--- src/rtl/uart_serial_transmitter_if.sv ---
// Byte-stream handshake between a producer and the UART transmitter.
// The producer drives data/valid; the transmitter answers with ready.
interface uart_serial_transmitter_if;
    logic [7:0] transmit_data;
    logic       transmit_valid;
    logic       transmit_ready;

    modport master (output transmit_data, output transmit_valid, input transmit_ready);
    modport slave  (input transmit_data, input transmit_valid, output transmit_ready);
endinterface

--- src/rtl/uart_serial_transmitter.sv ---
// 8N1/8N2 UART transmitter: small input FIFO feeding a start/data/stop framing FSM.
// Back-to-back queued bytes are sent with no idle gap between frames.
module uart_serial_transmitter #(
    parameter int CLOCK_FREQ = 100000000,
    parameter int BAUD_RATE  = 115200,
    parameter int FIFO_DEPTH = 4,
    parameter int STOP_BITS  = 1
) (
    input  logic                       clk,
    input  logic                       reset_n,
    uart_serial_transmitter_if.slave   tx_if,
    output logic                       serial_tx,
    output logic                       busy
);

    localparam int CLKS_PER_BIT = CLOCK_FREQ / BAUD_RATE;
    localparam int STOP_CLKS    = STOP_BITS * CLKS_PER_BIT;
    localparam int CNT_W        = $clog2(STOP_CLKS);
    localparam int PTR_W        = $clog2(FIFO_DEPTH);

    localparam logic [CNT_W-1:0] BIT_LAST  = CNT_W'(CLKS_PER_BIT - 1);
    localparam logic [CNT_W-1:0] STOP_LAST = CNT_W'(STOP_CLKS - 1);
    localparam logic [PTR_W:0]   FULL_CNT  = (PTR_W + 1)'(FIFO_DEPTH);

    typedef enum logic [1:0] {IDLE, START, DATA, STOP} state_e;

    logic [1:0]       rst_sync_q;
    logic             rst_n_int;

    logic [7:0]       mem_q [FIFO_DEPTH];
    logic [PTR_W-1:0] wr_ptr_q, wr_ptr_d;
    logic [PTR_W-1:0] rd_ptr_q, rd_ptr_d;
    logic [PTR_W:0]   count_q, count_d;
    logic             push, pop;

    state_e           state_q, state_d;
    logic [CNT_W-1:0] cnt_q, cnt_d;
    logic [2:0]       idx_q, idx_d;
    logic [7:0]       shift_q, shift_d;
    logic             tx_q, tx_d;

    // Reset asserts asynchronously but releases on a clock edge.
    always_ff @(posedge clk or negedge reset_n) begin
        if (!reset_n) rst_sync_q <= 2'b00;
        else          rst_sync_q <= {rst_sync_q[0], 1'b1};
    end
    assign rst_n_int = rst_sync_q[1];

    assign tx_if.transmit_ready = (count_q != FULL_CNT);
    assign push                 = tx_if.transmit_valid && tx_if.transmit_ready;

    always_comb begin
        wr_ptr_d = wr_ptr_q;
        rd_ptr_d = rd_ptr_q;
        count_d  = count_q;
        if (push) wr_ptr_d = wr_ptr_q + PTR_W'(1);
        if (pop)  rd_ptr_d = rd_ptr_q + PTR_W'(1);
        case ({push, pop})
            2'b10:   count_d = count_q + (PTR_W + 1)'(1);
            2'b01:   count_d = count_q - (PTR_W + 1)'(1);
            default: count_d = count_q;
        endcase
    end

    always_ff @(posedge clk) begin
        if (push) mem_q[wr_ptr_q] <= tx_if.transmit_data;
    end

    // State register: control resets, the shift register holds data only.
    always_ff @(posedge clk or negedge rst_n_int) begin
        if (!rst_n_int) begin
            wr_ptr_q <= '0;
            rd_ptr_q <= '0;
            count_q  <= '0;
            state_q  <= IDLE;
            cnt_q    <= '0;
            idx_q    <= '0;
            tx_q     <= 1'b1;
        end else begin
            wr_ptr_q <= wr_ptr_d;
            rd_ptr_q <= rd_ptr_d;
            count_q  <= count_d;
            state_q  <= state_d;
            cnt_q    <= cnt_d;
            idx_q    <= idx_d;
            tx_q     <= tx_d;
        end
    end

    always_ff @(posedge clk) begin
        shift_q <= shift_d;
    end

    // Next-state logic; STOP reloads straight into START so frames abut.
    always_comb begin
        state_d = state_q;
        cnt_d   = cnt_q;
        idx_d   = idx_q;
        shift_d = shift_q;
        pop     = 1'b0;
        case (state_q)
            IDLE: begin
                if (count_q != '0) begin
                    pop     = 1'b1;
                    shift_d = mem_q[rd_ptr_q];
                    cnt_d   = '0;
                    state_d = START;
                end
            end
            START: begin
                if (cnt_q == BIT_LAST) begin
                    cnt_d   = '0;
                    idx_d   = '0;
                    state_d = DATA;
                end else begin
                    cnt_d = cnt_q + CNT_W'(1);
                end
            end
            DATA: begin
                if (cnt_q == BIT_LAST) begin
                    cnt_d   = '0;
                    shift_d = {1'b0, shift_q[7:1]};
                    idx_d   = idx_q + 3'd1;
                    if (idx_q == 3'd7) state_d = STOP;
                end else begin
                    cnt_d = cnt_q + CNT_W'(1);
                end
            end
            STOP: begin
                if (cnt_q == STOP_LAST) begin
                    cnt_d = '0;
                    if (count_q != '0) begin
                        pop     = 1'b1;
                        shift_d = mem_q[rd_ptr_q];
                        state_d = START;
                    end else begin
                        state_d = IDLE;
                    end
                end else begin
                    cnt_d = cnt_q + CNT_W'(1);
                end
            end
            default: state_d = IDLE;
        endcase
    end

    // Line level is decoded from the next state so the pin is a plain flop.
    always_comb begin
        tx_d = 1'b1;
        case (state_d)
            IDLE:    tx_d = 1'b1;
            START:   tx_d = 1'b0;
            DATA:    tx_d = shift_d[0];
            STOP:    tx_d = 1'b1;
            default: tx_d = 1'b1;
        endcase
    end

    assign serial_tx = tx_q;
    assign busy      = (state_q != IDLE) || (count_q != '0);

endmodule

--- src/flat_wrapper.sv ---
// flat-port wrapper written by rule: the top's interface ports become plain ports
module uart_serial_transmitter_flat 
#(
    parameter int CLOCK_FREQ = 100000000,
    parameter int BAUD_RATE  = 115200,
    parameter int FIFO_DEPTH = 4,
    parameter int STOP_BITS  = 1
)
  (clk, reset_n, serial_tx, busy, tx_if_transmit_data, tx_if_transmit_valid, tx_if_transmit_ready);
  uart_serial_transmitter_if tx_if_i ();
  input  logic clk;
  input  logic reset_n;
  output logic serial_tx;
  output logic busy;
  input wire logic [$bits(tx_if_i.transmit_data)-1:0] tx_if_transmit_data;
  input wire logic [$bits(tx_if_i.transmit_valid)-1:0] tx_if_transmit_valid;
  output wire logic [$bits(tx_if_i.transmit_ready)-1:0] tx_if_transmit_ready;
  assign tx_if_i.transmit_data = tx_if_transmit_data;
  assign tx_if_i.transmit_valid = tx_if_transmit_valid;
  assign tx_if_transmit_ready = tx_if_i.transmit_ready;
  uart_serial_transmitter #(.CLOCK_FREQ(CLOCK_FREQ), .BAUD_RATE(BAUD_RATE), .FIFO_DEPTH(FIFO_DEPTH), .STOP_BITS(STOP_BITS)) u_core (.clk(clk), .reset_n(reset_n), .tx_if(tx_if_i), .serial_tx(serial_tx), .busy(busy));
endmodule
--- config.mk ---
export PLATFORM = sky130hd
export DESIGN_NAME = uart_serial_transmitter_flat
export DESIGN_NICKNAME = d
export VERILOG_FILES = /design/src/rtl/uart_serial_transmitter_if.sv /design/src/rtl/uart_serial_transmitter.sv /design/src/flat_wrapper.sv
export SDC_FILE = /design/constraint.sdc
export NUM_CORES = 1
export LEC_CHECK = 0
export BUFFER_PORTS_ARGS = -buffer_cell sky130_fd_sc_hd__buf_2
export CAP_MARGIN = 20
export CORE_MARGIN = 3
export CORE_UTILIZATION = 30
export CTS_CLUSTER_DIAMETER = 200
export DETAILED_ROUTE_END_ITERATION = 8
export GPL_TIMING_DRIVEN = 0
export HOLD_SLACK_MARGIN = 0.08
export SETUP_SLACK_MARGIN = 0.4
export SKIP_CTS_REPAIR_TIMING = 1
export SYNTH_ARGS = -nofsm -noshare
export SYNTH_HDL_FRONTEND = slang
export SYNTH_SLANG_ARGS = --single-unit
--- constraint.sdc ---
create_clock -name clk -period 1.6 [get_ports clk]
set_input_delay 0.24 -clock clk [delete_from_list [all_inputs] [get_ports clk]]
set_output_delay 0.24 -clock clk [all_outputs]
set_load 0.02 [all_outputs]
==> key figures <==
Global route
  – First-pass GRT wire length: roughly 9600 µm
  – Initial antenna violation count: 0
  – Total track usage: 0.105
  – Largest net degree at the start of global routing: 24
  – Vias in the first global route: about 1.9k
  – Gr ovfl total: 0

Yosys
  – Area leader, netlist: edfxtp_1
  – Main synth FF type: edfxtp_1
  – Share of the synthesized area in the top cell type: 0.369
  – Post-Synthesis Mean Instance Area: approximately 14 µm²
  – Cell count after synthesis: 231
  – Post-synth EDFFs: 39
  – Post-synthesis compound-gate area fraction: 0.105
  – Synth unique cells: 51
  – Synth Area in Simple Gates: 0.109
  – Largest family of logic cells by synthesized area: simple AND/OR/NAND/NOR gates
  – Top cells by area, synth: edfxtp_1 (37%), dfrtp_1 (19%), ha_1 (5.9%), mux4_2 (5.7%), mux2i_1 (2.8%)
  – Ys Warns: 0
  – Ys async rst share: 0.385
  – Sequential area share after synthesis: 0.573
  – Syn_nets: 258
  – Post-synthesis register bit count: 65
  – Synthesized cell area: between 3000 and 4000 µm²
  – Synth Area in XOR/XNOR: 0.0193
  – Post-synthesis mux area share: 0.0923
  – Post-Synth Adder-Cell Area: 0.0655

Setup path
  – CP max FO: 5
  – Worst Setup End Kind: flip-flop
  – CP required: 1.83 ns
  – Crit Path Class: reg2reg
  – Worst Path Arrival: around 2.6 ns
  – Crit path launch type: flip-flop

Die
  – Initial Util: 0.316
  – Core area: 10000 µm²
  – Die area: 11800 µm²
  – Cell row count: 36
  – Chip height: around 110 µm
  – Die W: ~110 µm
  – Ports: 14

Power
  – Total chip power: 0.00661 W
  – Sw Share: 0.346
  – Seq pwr share: 0.384
  – Psw: between 0.002 and 0.0025 W
  – Combinational power share: 0.393
  – Cell area power density: 1630 nW/µm²
  – Peak VDD IR: around 0.81 mV
  – Part of the power in the clock network: 0.223
  – Pleak: 1.60 nW
  – Int Pwr: 0.00432 W

Timing
  – FMAX: slightly above 400 MHz
  – Final setup margin: -0.811 ns
  – Count of pins over their slew limit: 0
  – Crit path time final: between 2 and 2.5 ns
  – Final worst path period share: 1.51
  – Final setup vio count: 35
  – Hold Fails Final Rpt: 0
  – RSZ-0062 raised after global routing: yes
  – Final TNS setup: -8.63 ns
  – Worst Skew: between 0.01 and 0.015 ns

Placed design
  – Cells after DPL: 377
  – Dpl hpwl: just under 4000 µm
  – Port bufs: 13
  – Routability cong.: between 0.7 and 0.8

Clock network
  – Clock slew at reported path FFs: ~0.09 ns
  – Clock sink count: 65
  – Clock buffer depth: 2
  – CTS tree: built
  – Num CTS Buffers: 9
  – Worst-skew pair later-pin latency: roughly 0.35 ns
  – H-tree depth: 3
  – Clock tree root buffer cell: clkbuf_8

Drt
  – First-pass iteration count of the detailed router: 5
  – Vias post-DR: 1990
  – Number of routed nets with antenna violations: 0
  – Total Wirelength: roughly 5900 µm
  – Vias per inst: a little under 5
  – Residual DRC: 0
  – Starting DRC count in detailed routing: 78
  – Routed wire per std cell: between 10 and 15 µm

Layout
  – Most common cell after layout, fill and taps aside: edfxtp_1
  – Fill cell count: 932
  – Final #Nets: just over 300
  – Share of layout cells above drive strength 1: 0.402
  – Non-Filler Instances: 414
  – Most frequent cells in the layout: edfxtp_1 (39), dfrtp_1 (22), buf_4 (14)
  – Area Overhead vs Synth: 27.7%
  – Diodes inserted: 0

Outcome
  – Violated checks: setup timing
  – Status: finished with violations

Flow run
  – Maxcap violations: 0

Min path
  – Hold Path Class: in2reg
power groups by stage:
| stage | Combinational, W | Sequential (W) | Clock [W] |
|---|---|---|---|
| 2_1_floorplan | 0.00168 | 0.00250 | 0 |
| 3_3_place_gp | 0.00207 | 0.00255 | 0 |
| 3_5_place_dp | 0.00211 | 0.00257 | 0 |
| 4_1_cts | 0.00212 | 0.00254 | 0.00151 |
| 5_1_grt | 0.00283 | 0.00259 | 0.00159 |
| 6_report | 0.00260 | 0.00254 | 0.00147 |
metrics by stage:
step	hold slack, ns	instance area [µm²]	utilization	setup WS, ns
2_1_floorplan	-0.0556	3280	-	-0.819
3_3_place_gp	0.0279	3510	0.350	-1.10
3_5_place_dp	0.0293	3510	0.350	-1.15
4_1_cts	-0.358	3720	0.370	-1.16
5_1_grt	0.0949	4050	0.403	-0.956
6_report	0.0965	4050	0.403	-0.811
Yosys cell counts, drive strengths merged (4+ instances only):
cell type / number
a31oi: 5
nor2: 8
mux4: 8
and3: 5
edfxtp: 39
inv: 12
o31ai: 6
and4: 4
and2: 5
dfrtp: 24
nand2: 13
mux2i: 9
ha: 15
a21oi: 5
nand3: 7
clkbuf: 5
o21ai: 12
buf: 6
xor2: 4
path summary, 6_finish.rpt:
path                                   startpoint                 end  slack, ns  cells after the start
setup reg to reg                  u_core.cnt_q[1]   u_core.count_q[2]      -0.81                     10
hold / removal             tx_if_transmit_data[3]  u_core.mem_q[0][3]        0.1                      1
hold reg to reg              u_core.rst_sync_q[1]  u_core.rd_ptr_q[1]       0.17                      0
min in group asynchronous    u_core.rst_sync_q[1]  u_core.rd_ptr_q[1]       0.17                      0
max in group asynchronous    u_core.rst_sync_q[1]     u_core.cnt_q[2]       1.00                      1
setup / recovery                  u_core.cnt_q[1]   u_core.count_q[2]      -0.81                     10
sequential cells by signal, summed over array words and instances, names as in the netlist:
signal / cells
u_core.mem_q: 32
u_core.cnt_q: 10
u_core.shift_q: 8
u_core.count_q: 3
u_core.idx_q: 3
u_core.rd_ptr_q: 2
u_core.rst_sync_q: 2
u_core.state_q: 2
u_core.wr_ptr_q: 2
u_core.serial_tx: 1
routing by layer:
layer,track usage,up-vias,wire (µm)
met5,0,-,0
met1,0.142,978,2810
met3,0.0302,7,204
met2,0.158,35,2760
met4,0.0433,0,99
li1,-,970,-
cell families (layout without fill, tap and decap cells):
group                      Yosys count  count (layout)
and+or+nand+nor                     55              55
other                                1               1
xor gates and xnor gates             7               7
muxes                               19              19
buffers and inverters               23              73
DFF                                 65              65
adders and majority gates           16              16
AOI/OAI and AO/OA                   45              45
critical path, cell delays in order (launching register included):
cell and delay [ns]:
dfrtp_1 0.43, ha_4 0.18, nor3b_4 0.32, a41oi_4 0.19, nor3_4 0.27, ha_4 0.17, inv_2 0.03, fa_2 0.33
xor2_1 0.14, nor2_1 0.06, xor2_1 0.15
area by class of cell:
class                   instances  area, µm²  share of cell area
plain buffers                  11        106              0.0263
clock buffers                   9        124              0.0306
clock inverters                 7       83.8              0.0207
inverters                      12       50.0              0.0124
multi-input cells             143       1430               0.353
flip-flops and latches         65       1820               0.450
well taps                     133        166              0.0411
repair buffers                 34        270              0.0667
No activity file was read; power rests on OpenSTA's default activity.
